[config.mk]
export PLATFORM = sky130hd
export DESIGN_NAME = mc_ctrl
export DESIGN_NICKNAME = d
export VERILOG_FILES = /design/src/rtl/mc_pkg.sv /design/src/rtl/mc_outdec.sv /design/src/rtl/mc_ctrl.sv
export SDC_FILE = /design/constraint.sdc
export NUM_CORES = 1
export LEC_CHECK = 0
export ABC_AREA = 1
export CORE_MARGIN = 2
export CORE_UTILIZATION = 40
export CTS_CLUSTER_DIAMETER = 120
export DETAILED_ROUTE_END_ITERATION = 8
export PLACE_DENSITY = 0.76
export SLEW_MARGIN = 25
export SYNTH_ARGS = -nofsm -noshare
export SYNTH_HDL_FRONTEND = slang
export SYNTH_SLANG_ARGS = --single-unit
export TNS_END_PERCENT = 30
[constraint.sdc]
create_clock -name clk -period 1.5 [get_ports clk]
set_clock_uncertainty 0.2 [all_clocks]
set_input_delay 0.3 -clock clk [delete_from_list [all_inputs] [get_ports clk]]
set_output_delay 0.3 -clock clk [all_outputs]
set_load 0.01 [all_outputs]
[src/rtl/mc_pkg.sv]
// Shared types and encodings for the multi-cycle RV32I control FSM.
// Imported by the state-to-control decoder and the controller top.
package mc_pkg;

    typedef logic [3:0] state_t;

    localparam state_t StFetch  = 4'd0;
    localparam state_t StDecode = 4'd1;
    localparam state_t StMemAdr = 4'd2;
    localparam state_t StMemRd  = 4'd3;
    localparam state_t StMemWb  = 4'd4;
    localparam state_t StMemWr  = 4'd5;
    localparam state_t StExecR  = 4'd6;
    localparam state_t StExecI  = 4'd7;
    localparam state_t StLui    = 4'd8;
    localparam state_t StAuipc  = 4'd9;
    localparam state_t StAluWb  = 4'd10;
    localparam state_t StBranch = 4'd11;
    localparam state_t StJalAdr = 4'd12;
    localparam state_t StJal    = 4'd13;
    localparam state_t StTrap   = 4'd14;

    localparam logic [6:0] OpLoad   = 7'b0000011;
    localparam logic [6:0] OpStore  = 7'b0100011;
    localparam logic [6:0] OpRType  = 7'b0110011;
    localparam logic [6:0] OpIType  = 7'b0010011;
    localparam logic [6:0] OpLui    = 7'b0110111;
    localparam logic [6:0] OpAuipc  = 7'b0010111;
    localparam logic [6:0] OpBranch = 7'b1100011;
    localparam logic [6:0] OpJal    = 7'b1101111;
    localparam logic [6:0] OpJalr   = 7'b1100111;

    localparam logic [1:0] SrcaPc    = 2'd0;
    localparam logic [1:0] SrcaOldPc = 2'd1;
    localparam logic [1:0] SrcaRs1   = 2'd2;
    localparam logic [1:0] SrcaZero  = 2'd3;

    localparam logic [1:0] SrcbRs2  = 2'd0;
    localparam logic [1:0] SrcbImm  = 2'd1;
    localparam logic [1:0] SrcbFour = 2'd2;

    localparam logic [1:0] ResAluOut = 2'd0;
    localparam logic [1:0] ResMem    = 2'd1;
    localparam logic [1:0] ResAlu    = 2'd2;

    localparam logic [1:0] AluAdd    = 2'd0;
    localparam logic [1:0] AluBranch = 2'd1;
    localparam logic [1:0] AluDecode = 2'd2;

    typedef struct packed {
        logic       pc_we;
        logic       ir_we;
        logic       reg_we;
        logic       mem_we;
        logic       mem_req;
        logic       addr_src;
        logic [1:0] alu_srca;
        logic [1:0] alu_srcb;
        logic [1:0] result_src;
        logic [1:0] alu_op;
        logic       illegal;
    } ctrl_t;

endpackage

[src/rtl/mc_outdec.sv]
// Pure state-to-control map; strobes here are unqualified and get gated
// by handshake inputs and reset in mc_ctrl.
module mc_outdec
    import mc_pkg::*;
(
    input  state_t state,
    output ctrl_t  ctrl
);

    always_comb begin
        ctrl = '0;
        case (state)
            StFetch: begin
                ctrl.mem_req    = 1'b1;
                ctrl.ir_we      = 1'b1;
                ctrl.pc_we      = 1'b1;
                ctrl.alu_srca   = SrcaPc;
                ctrl.alu_srcb   = SrcbFour;
                ctrl.result_src = ResAlu;
                ctrl.alu_op     = AluAdd;
            end
            StDecode: begin
                ctrl.alu_srca = SrcaOldPc;
                ctrl.alu_srcb = SrcbImm;
            end
            StMemAdr, StExecI, StJalAdr: begin
                ctrl.alu_srca = SrcaRs1;
                ctrl.alu_srcb = SrcbImm;
                ctrl.alu_op   = (state == StExecI) ? AluDecode : AluAdd;
            end
            StMemRd: begin
                ctrl.mem_req  = 1'b1;
                ctrl.addr_src = 1'b1;
            end
            StMemWb: begin
                ctrl.result_src = ResMem;
                ctrl.reg_we     = 1'b1;
            end
            StMemWr: begin
                ctrl.mem_req  = 1'b1;
                ctrl.mem_we   = 1'b1;
                ctrl.addr_src = 1'b1;
            end
            StExecR: begin
                ctrl.alu_srca = SrcaRs1;
                ctrl.alu_srcb = SrcbRs2;
                ctrl.alu_op   = AluDecode;
            end
            StLui: begin
                ctrl.alu_srca = SrcaZero;
                ctrl.alu_srcb = SrcbImm;
            end
            StAuipc: begin
                ctrl.alu_srca = SrcaOldPc;
                ctrl.alu_srcb = SrcbImm;
            end
            StAluWb: begin
                ctrl.result_src = ResAluOut;
                ctrl.reg_we     = 1'b1;
            end
            StBranch: begin
                ctrl.alu_srca   = SrcaRs1;
                ctrl.alu_srcb   = SrcbRs2;
                ctrl.alu_op     = AluBranch;
                ctrl.result_src = ResAluOut;
                ctrl.pc_we      = 1'b1;
            end
            StJal: begin
                ctrl.pc_we      = 1'b1;
                ctrl.result_src = ResAluOut;
                ctrl.alu_srca   = SrcaOldPc;
                ctrl.alu_srcb   = SrcbFour;
            end
            StTrap: begin
                ctrl.illegal = 1'b1;
            end
            default: ;
        endcase
    end

endmodule

[src/rtl/mc_ctrl.sv]
// Multi-cycle RV32I control FSM: state register, opcode dispatch and
// memory-ready / branch-condition qualification of the write strobes.
module mc_ctrl
    import mc_pkg::*;
(
    input  logic       clk,
    input  logic       reset,
    input  logic [6:0] opcode,
    input  logic       mem_ready,
    input  logic       alu_cond,
    output logic       pc_we,
    output logic       ir_we,
    output logic       reg_we,
    output logic       mem_we,
    output logic       mem_req,
    output logic       addr_src,
    output logic [1:0] alu_srca,
    output logic [1:0] alu_srcb,
    output logic [1:0] result_src,
    output logic [1:0] alu_op,
    output logic       illegal
);

    state_t state_q, state_d;
    ctrl_t  dflt;

    mc_outdec u_outdec (
        .state (state_q),
        .ctrl  (dflt)
    );

    always_ff @(posedge clk or negedge reset) begin
        if (!reset) begin
            state_q <= StFetch;
        end else begin
            state_q <= state_d;
        end
    end

    always_comb begin
        state_d = state_q;
        case (state_q)
            StFetch:  if (mem_ready) state_d = StDecode;
            StDecode: begin
                case (opcode)
                    OpLoad, OpStore: state_d = StMemAdr;
                    OpRType:         state_d = StExecR;
                    OpIType:         state_d = StExecI;
                    OpLui:           state_d = StLui;
                    OpAuipc:         state_d = StAuipc;
                    OpBranch:        state_d = StBranch;
                    OpJal:           state_d = StJal;
                    OpJalr:          state_d = StJalAdr;
                    default:         state_d = StTrap;
                endcase
            end
            StMemAdr: state_d = (opcode == OpStore) ? StMemWr : StMemRd;
            StMemRd:  if (mem_ready) state_d = StMemWb;
            StMemWr:  if (mem_ready) state_d = StFetch;
            StExecR, StExecI, StLui, StAuipc: state_d = StAluWb;
            StJalAdr: state_d = StJal;
            StJal:    state_d = StAluWb;
            StMemWb, StAluWb, StBranch: state_d = StFetch;
            StTrap:   state_d = StTrap;
            default:  state_d = StTrap;
        endcase
    end

    logic pc_qual;

    always_comb begin
        pc_qual = 1'b1;
        if (state_q == StFetch) begin
            pc_qual = mem_ready;
        end else if (state_q == StBranch) begin
            pc_qual = alu_cond;
        end
    end

    // Strobes are gated by reset so nothing writes in the reset-assert cycle.
    assign pc_we   = reset & dflt.pc_we & pc_qual;
    assign ir_we   = reset & dflt.ir_we & mem_ready;
    assign reg_we  = reset & dflt.reg_we;
    assign mem_we  = reset & dflt.mem_we;
    assign mem_req = reset & dflt.mem_req;
    assign illegal = reset & dflt.illegal;

    assign addr_src   = dflt.addr_src;
    assign alu_srca   = dflt.alu_srca;
    assign alu_srcb   = dflt.alu_srcb;
    assign result_src = dflt.result_src;
    assign alu_op     = dflt.alu_op;

endmodule

==> results.md, run 1 <==
Status:
- The run finished, with violations left.
- The final reports fail on negative setup slack.

Global route:
- The first global-routing pass estimated 5060 um of wire.
- Across every metal layer, demand over resource in global routing totals 0.362.
- The fraction of met1 tracks used by global routing is 0.345.
- The sum of overflow across all layers after global routing is 0.
- In the global route stage, met2 resource usage came out at 0.718.
- The via count of the first global-routing pass came to 1127.
- The global routing stage identified its most utilized layer as met2.
- The met3 track demand over resource is 0.0542.
- The initial antenna violation count is 0.
- Entering global routing, the biggest net connects 7 pins.

Finish:
- 0 antenna diodes ended up in the layout.
- In the final design database the tool counted between 200 and 250 nets.
- The non-filler instance count after layout is ~210.
- Compared with the post-synthesis result, the final layout area differs by 124%.
- The most common cell after layout, fill and taps aside is sky130_fd_sc_hd__buf_4.
- The fraction of final layout cells sized beyond drive strength 1 is 0.568.
- The register with the most flip-flops in the layout has 4 of them.
- Ranked by flip-flop count, first place goes to state_q.
- The library cells used most frequently in the layout, excluding fill and tap cells, are sky130_fd_sc_hd__buf_4, sky130_fd_sc_hd__nor2_1, sky130_fd_sc_hd__nand2_1, sky130_fd_sc_hd__inv_1, sky130_fd_sc_hd__nor2_4.
- In the final layout, the registers with the most flip-flops are state_q: 4 flops.

Placement:
- The count of port buffers added during placement is 25.
- The final estimated routing congestion in global placement is approximately 0.86.
- The number of placed instances, taps included, is 190.
- Summed over all nets, the half-perimeter wirelength after detailed placement is ~1900 um.

Yosys:
- Counting distinct cell types in the post-synthesis netlist gives 22.
- The mean post-synth cell area is between 5 and 6 um^2.
- The share of the yosys chip area belonging to registers is 0.160.
- Of the post-synthesis cell area, the dominant cell type holds 0.180.
- During synthesis, Yosys emitted a total of 0 warnings.
- Synthesis produced a netlist whose cell count is 116.
- The library cell with the largest summed area after synthesis is sky130_fd_sc_hd__nor2_1.
- The netlist area before placement is between 600 and 700 um^2.
- After synthesis, the cell types taking the most area are sky130_fd_sc_hd__nor2_1, sky130_fd_sc_hd__dfrtp_1, sky130_fd_sc_hd__nand2_1, sky130_fd_sc_hd__inv_1, sky130_fd_sc_hd__nand3_1.
- The register bit total from synthesis is 4.
- Counting every net in the synthesized netlist gives about 130.

Drt:
- The ratio of routed vias to standard cells is around 5.7.
- Wires add up to ~4000 um.
- After the first detailed-routing iteration, the DRC count stood at 100.
- In this run the remaining antenna-violating nets after routing total 0.
- The average detailed-routed wire length per instance is roughly 19 um.
- The remaining design rule violation count is 0.
- The first detailed-routing pass ran for 5 iterations.
- The routed layout has 1183 vias.

Hold path:
- The kind of path behind the tightest hold check is in -> async.

Die:
- The floorplan step defined a die boundary enclosing ~1900 um^2.
- In this run the standard cell core region covers roughly 1500 um^2.
- The effective utilization at floorplan is 0.421.
- The die is between 40 and 50 um wide.
- The row count is 14.
- During I/O placement, the number of pins put on the boundary was 26.
- The floorplan step set the die height to between 40 and 50 um.

Worst setup path:
- The worst path arrival time is roughly 2000 ps.
- Of all nets on the critical path, the largest fanout is 5.
- STA classifies the critical path startpoint as a flip-flop.
- Data on the critical path is required at its endpoint by ~1400 ps.
- The setup slack of the worst register-to-register path is -560 ps.
- For this design, the slowest cell found on the critical path is sky130_fd_sc_hd__dfrtp_2.
- STA classifies the critical path endpoint as a flip-flop.
- For this run, the slowest stage of the critical path takes roughly 460 ps.
- The library cell appearing most often on the critical path is sky130_fd_sc_hd__buf_4.
- The worst setup path is of the reg -> reg kind.
- The signal on the critical path passes through inv_1, nand2_2, nor2_4, buf_4, buf_4, buf_4, buf_4, nand4_1, nand2_1, nor2_1, a21oi_1.

Clock network:
- The maximum number of buffers from clock root to sink is 2.
- After clock tree synthesis, the clock-pin slew on the worst setup and hold paths is approximately 50 ps.
- The TritonCTS clock tree is yes.
- The number of clock sinks seen by CTS is 4.
- In this run the number of H-tree levels came out at 1.
- The number of buffers created by CTS is 3.
- At the later pin of the worst-skew pair, clock insertion delay measures roughly 260 ps.
- The clock tree root buffer cell is sky130_fd_sc_hd__clkbuf_4.

Timing:
- For the pin with the worst max-slew slack, the measured transition is 258 ps.
- Counting I/O delays and the setup requirement, the final critical path takes between 2000 and 2500 ps.
- Setup repair after global routing could not meet its margin everywhere.
- For this run, the top clock speed supported by timing is roughly 480 MHz.
- Across all setup checks in the final design, the least slack found is -562 ps.
- In the finished design, the share of the clock period the worst path needs comes to 1.37.
- The number of max-slew violations in the final report is 0.
- The count of endpoints failing setup in the final report is 19.
- Headroom to the max-slew limit came out at 0.826.
- The count of endpoints failing hold in the final timing report is 0.

Power:
- The maximum vdd ir drop is 648 uV.
- In this run the static leakage power is roughly 0.76 nW.
- The power density over the cells is approximately 250 nW/um^2.
- The power after layout is between 0.3 and 0.4 mW.

Run:
- The number of maximum-capacitance constraint violations is 0.
what timing repair did:
action | 4_1_cts | 5_1_grt
pin swaps | 12 | 7
buffers inserted | 10 | 3
cloned | 0 | 0
setup endpoints to repair | 19 | 19
hold buffers | 0 | 0
gates resized for setup | 79 | 20
cell type report:
cell class              count  area, um^2
multi-input cells          91         592
inverters                  20        80.1
fillers                    47        86.3
repair buffers             72         583
flip-flops and latches      4         105
clock buffers               3        22.5
well taps                  16        20.0
cell families (layout without fill, tap and decap cells):
logic type	after synthesis	after routing	share of synthesized area
AND/OR/NAND/NOR	81	81	0.605
buffers and inverters	21	95	0.142
AO/OA/AOI/OAI	10	10	0.0938
flip-flops	4	4	0.160
cells in the mapped netlist:
cell                        count
sky130_fd_sc_hd__buf_6          1
sky130_fd_sc_hd__nand2_2        4
sky130_fd_sc_hd__o2111ai_1      1
sky130_fd_sc_hd__nand4_1        1
sky130_fd_sc_hd__inv_1         17
sky130_fd_sc_hd__nand3_1        8
sky130_fd_sc_hd__inv_2          2
sky130_fd_sc_hd__dfrtp_1        4
sky130_fd_sc_hd__o211ai_1       1
sky130_fd_sc_hd__o21ai_0        1
sky130_fd_sc_hd__a21oi_1        5
sky130_fd_sc_hd__o21ai_1        1
sky130_fd_sc_hd__a211oi_1       1
sky130_fd_sc_hd__nor3_2         1
sky130_fd_sc_hd__inv_4          1
sky130_fd_sc_hd__nand2_4        1
sky130_fd_sc_hd__nand2_1       25
sky130_fd_sc_hd__nor2_2         3
sky130_fd_sc_hd__nand3_2        3
sky130_fd_sc_hd__nor2_4         1
sky130_fd_sc_hd__nor2_1        30
sky130_fd_sc_hd__nor3_1         4
path summary, 6_finish.rpt:
check,from,endpoint,depth (start not counted)
worst min register to register,state_q[3],state_q[3],2
worst min-delay path,reset,state_q[0],2
max in group asynchronous,reset,state_q[3],2
worst max-delay path,state_q[0],state_q[2],11
min in group clk,state_q[3],state_q[3],2
worst max register to register,state_q[0],state_q[2],11
stage by stage:
step | area (um^2) | worst slack (ps) | util | setup TNS [ps] | hold WS (ps)
2_1_floorplan | 642 | -115 | - | -272 | -196
3_3_place_gp | 1160 | -638 | 0.776 | -8610 | 425
5_1_grt | 1400 | -601 | 0.942 | -8370 | 200
4_1_cts | 1310 | -417 | 0.879 | -5680 | 213
6_report | 1400 | -562 | 0.942 | -7860 | 203
3_5_place_dp | 1160 | -710 | 0.776 | -9640 | 448
routing by layer:
| layer | share of wire | up-vias | routed length [um] |
|---|---|---|---|
| met5 | 0 | - | 0 |
| met4 | 0.060 | 0 | 240 |
| met3 | 0.096 | 34 | 382 |
| met2 | 0.49 | 101 | 1960 |
| met1 | 0.35 | 535 | 1410 |
| li1 | - | 513 | - |
power breakdown:
| part | internal [mW] | total (mW) | leakage [nW] | switching [mW] |
|---|---|---|---|---|
| clock network | 0.0907 | 0.153 | 0.0138 | 0.0623 |
| registers | 0.108 | 0.108 | 0.0376 | 0 |
| logic | 0.0468 | 0.0877 | 0.706 | 0.0409 |
worst max-delay path: cells and delay by family (launching register included):
family,cells,cell delay [ps]
AO/OA/AOI/OAI,1,110
buffers and inverters,5,570
AND/OR/NAND/NOR,5,580
flip-flops,1,460
Power figures use the tool's default switching activity.
==> run 2: changes to the inputs <==
Settings changed: ABC_AREA 1 to 0.
==> run 2 against run 1 <==
Effect of this change: the run still ends with negative setup slack left; sequential cell count unchanged; maximum frequency down 1.6%; synthesized area shrank 1.8%; synthesized cell count shrank 23%; cell area fell by 12%; via count decreased by 18%; clock-buffer cell count is the same; non-clock buffer count decreased by 10; critical path type is now reg -> out.
==> results.md, run 2 <==
Status:
- The run finished, with violations left.
- The final reports fail on negative setup slack.

Timing:
- The number of max-slew violations in the final report is 0.
- The top achievable clock speed is 477 MHz.
- The normalized max-slew margin is 0.776.
- Setup repair after global routing could not meet its margin everywhere.
- For the pin with the worst max-slew slack, the measured transition is approximately 340 ps.
- The count of endpoints failing hold in the final timing report is 0.
- The worst-case hold slack is between 100 and 150 ps.
- In the finished design, the share of the clock period the worst path needs comes to 1.40.
- The setup slack after layout is -595 ps.
- The count of endpoints failing setup in the final report is 19.
- The minimum clock period is 2090 ps.

Finish:
- The number of flip-flops under the largest register name is 4.
- The number of antenna diodes in the final layout is 0.
- The largest registers in the layout are state_q: 4 flops.
- The relative area change from synthesis to final layout is 101%.
- In the layout the commonest cells are sky130_fd_sc_hd__buf_4, sky130_fd_sc_hd__buf_2, sky130_fd_sc_hd__buf_6, sky130_fd_sc_hd__nor2_1, sky130_fd_sc_hd__clkdlybuf4s50_1.
- Counting flops per register, the top entry is state_q.
- For this run, the number of standard cells in the final layout without fillers is between 150 and 200.
- The design area is about 1200 um^2.
- Of the cells placed in the final design, the portion with a size suffix greater than 1 is 0.524.
- Leaving out fill and tap cells, the most frequent cell in the layout is sky130_fd_sc_hd__buf_4.
- The final layout contains 160 nets.
- The number of inserted filler cells in the final layout is just over 90.

Placement:
- The congestion estimate from routability-driven global placement came to 0.884.
- The HPWL after detailed placement is 1570 um.
- OpenSTA, run right after detailed placement, puts the worst setup slack at -668 ps.
- The cell count after placement is 152.
- The count of port buffers added during placement is 25.
- The placed instances occupy a cell area of roughly 1100 um^2.

Worst setup path:
- The timing startpoint of the critical path is state_q[3].
- The stage delay of the slowest cell on the critical path is around 390 ps.
- Data on the critical path is required at its endpoint by 1000 ps.
- The kind of cell adding the most delay to the critical path is buffers and inverters.
- The number of buffers and inverters on the critical path is 4.
- STA classifies the critical path endpoint as an output port.
- The slowest cell on the critical path is sky130_fd_sc_hd__dfrtp_1.
- The worst setup path is launched from a flip-flop.
- The worst path arrival time is about 1600 ps.
- The type of the worst setup path is reg -> out.
- Walking the worst path, the cells encountered are buf_6, nor4_4, buf_4, inv_2, o21ai_2, nor2_1, buf_2.
- In this run the worst path has a maximum fanout of 3.
- The worst register-to-register path begins at state_q[2].

Clock network:
- The clock tree root buffer cell is sky130_fd_sc_hd__clkbuf_4.
- CTS built an H-tree with a depth of 1.
- Counting every sink on the clock net gives 4.
- The TritonCTS clock tree is yes.
- After clock tree synthesis, the clock-pin slew on the worst setup and hold paths is 40 ps.
- Counting the buffers created by CTS gives 3.
- The clock latency at the later pin of the worst-skew pair is roughly 250 ps.
- The clock passes through at most 2 buffers.

Yosys:
- The most instantiated library cell after synthesis is sky130_fd_sc_hd__nor2_1.
- Of the total synthesized cell area, the portion taken by full adders, half adders and majority gates is 0.
- In this run, synthesis inferred 0 flip-flops with an integrated enable.
- Summed over all instances, the cell type with the most area after synthesis is sky130_fd_sc_hd__dfrtp_1.
- In the synthesized netlist the dominant register cell turns out to be sky130_fd_sc_hd__dfrtp_1.
- The number of warnings issued by yosys is 0.
- The net count of the mapped netlist is 100.
- The number of different library cells in the post-synthesis netlist is 39.
- The xor and xnor fraction of the mapped netlist area is 0.
- The share of the synthesized area in compound gates (AO/OA/AOI/OAI) is 0.309.
- After synthesis, the largest family of logic cells by area is simple AND/OR/NAND/NOR gates.
- Counting instances in the post-synthesis netlist gives the leading cell types as sky130_fd_sc_hd__nor2_1, sky130_fd_sc_hd__nand2b_1, sky130_fd_sc_hd__a21oi_1.
- After synthesis, the cell types taking the most area are sky130_fd_sc_hd__dfrtp_1, sky130_fd_sc_hd__nand2b_1, sky130_fd_sc_hd__nor2_1, sky130_fd_sc_hd__a21oi_1, sky130_fd_sc_hd__and3_1.
- Of the total synthesized cell area, the portion taken by AND, OR, NAND and NOR gates is 0.423.
- The mean post-synth cell area is ~7 um^2.
- The synthesized instance count is between 80 and 90.
- The async set or reset register ratio after synthesis is 1.00.
- The share of the Yosys chip area taken by registers is 0.163.
- The netlist area before placement is just over 600 um^2.
- The synthesized design contains 4 register bits.
- The portion of synthesized cell area occupied by the leading cell type is 0.163.
- The mux share of post-synthesis cell area is 0.0183.

Global route:
- The via count of the first global-routing pass is 917.
- The maximum number of pins on one net before global-route repair is 11.
- The initial antenna violation count was 0.
- The total overflow left after global routing is 0.
- Across every metal layer, demand over resource in global routing totals 0.277.
- The wire length of the first global-routing pass is ~3900 um.

Power:
- The portion of total power attributed to the clock network is 0.061.
- The switching power as a share of total power is 0.452.
- The part of the total power dissipated in sequential elements is 0.095.
- VDD sags by at most between 900 and 1000 uV.
- The power after layout is approximately 2.4 mW.
- The net switching component of the power is roughly 1.1 mW.
- Summed over all cells, the static leakage comes to 0.569 nW.
- The power density over the cells is approximately 1900 nW/um^2.
- The internal portion of the total power is ~1.3 mW.
- The part of the power in combinational logic is 0.844.

Drt:
- In the routed design, unresolved DRC markers number 0.
- Using the TritonRoute via totals, the vias-per-cell ratio works out to about 6.
- The final wirelength is ~2700 um.
- Dividing the detail-routed wire length by the instance count gives between 15 and 20 um.
- The number of DRC violations after detailed-routing iteration 0 is 25.
- In this run the remaining antenna-violating nets after routing total 0.
- For this run, the detailed router's first-pass iteration total came to 4.
- The total number of vias is 966.

Die:
- The row count is 14.
- The width of the die is about 43 um.
- The effective utilization at floorplan is 0.418.
- The die covers between 1500 and 2000 um^2.
- The area inside the core boundary is about 1500 um^2.
- The overall die height is approximately 43 um.
- During I/O placement, the number of pins put on the boundary was 26.

Hold path:
- The path class of the tightest hold or removal check is in -> async.

Run:
- Across the run, the number of max-cap violations was 0.
-- run 2: cell count changes after synthesis, moves of 5 or more --
cell                       before  now
sky130_fd_sc_hd__inv_1         17    2
sky130_fd_sc_hd__nand2_1       25    5
sky130_fd_sc_hd__nand2b_1       0   11
sky130_fd_sc_hd__nand3_1        8    3
sky130_fd_sc_hd__nor2_1        30   13
-- run 2: area by class of cell --
cell class | instances | area (um^2) | share of cell area
clock buffers | 3 | 22.5 | 0.0182
inverters | 3 | 11.3 | 0.00912
multi-input cells | 75 | 551 | 0.446
flip-flops and latches | 4 | 101 | 0.0821
well taps | 16 | 20.0 | 0.0162
repair buffers | 62 | 529 | 0.429
-- run 2: final timing paths --
| path | slack (ps) | end | depth (start not counted) |
|---|---|---|---|
| worst max register to register | -200 | state_q[0] | 7 |
| max in group asynchronous | 850 | state_q[0] | 2 |
| worst min register to register | 530 | state_q[0] | 2 |
| worst min-delay path | 130 | state_q[2] | 2 |
| min in group clk | 360 | state_q[3] | 4 |
| worst max-delay path | -590 | pc_we | 7 |
-- run 2: worst register-to-register path: cells and delay by family (launching register included) --
kind | cells | cell delay, ps
buf+inv | 3 | 400
simple gates | 2 | 190
compound gates | 2 | 400
flops | 1 | 400
-- run 2: power by group through the flow --
stage / registers, mW / clock network (mW) / logic (mW)
floorplan: 0.202 / 0 / 0.811
global placement: 0.215 / 0 / 1.54
detailed placement: 0.214 / 0 / 1.58
CTS: 0.215 / 0.138 / 1.80
global route: 0.230 / 0.144 / 2.12
finish: 0.225 / 0.144 / 2.00
-- run 2: routing by layer --
metal,routed length [um],GRT usage,vias to the layer above
met5,0,0,-
met4,80,0.158,0
met3,165,0.0511,12
met2,1480,0.519,60
met1,959,0.275,449
li1,-,-,445
-- run 2: kinds of logic after synthesis --
group	after synthesis
and+or+nand+nor	47
AOI/OAI and AO/OA	27
buffers and inverters	10
DFF	4
muxes	1
-- run 2: through the flow --
stage	utilization	TNS, ps
after CTS	0.796	-6410
after floorplan	-	-836
after global routing	0.839	-7870
after detailed placement	0.730	-9480
after global placement	0.730	-9160
final	0.839	-6920
-- run 2: what timing repair did --
item,CTS,global route
gates resized for setup,67,28
endpoints found under the hold margin,0,0
buffers inserted,8,2
endpoints found under the setup margin,19,19
gates cloned,0,0
hold buffers,0,0
pin swaps,8,7
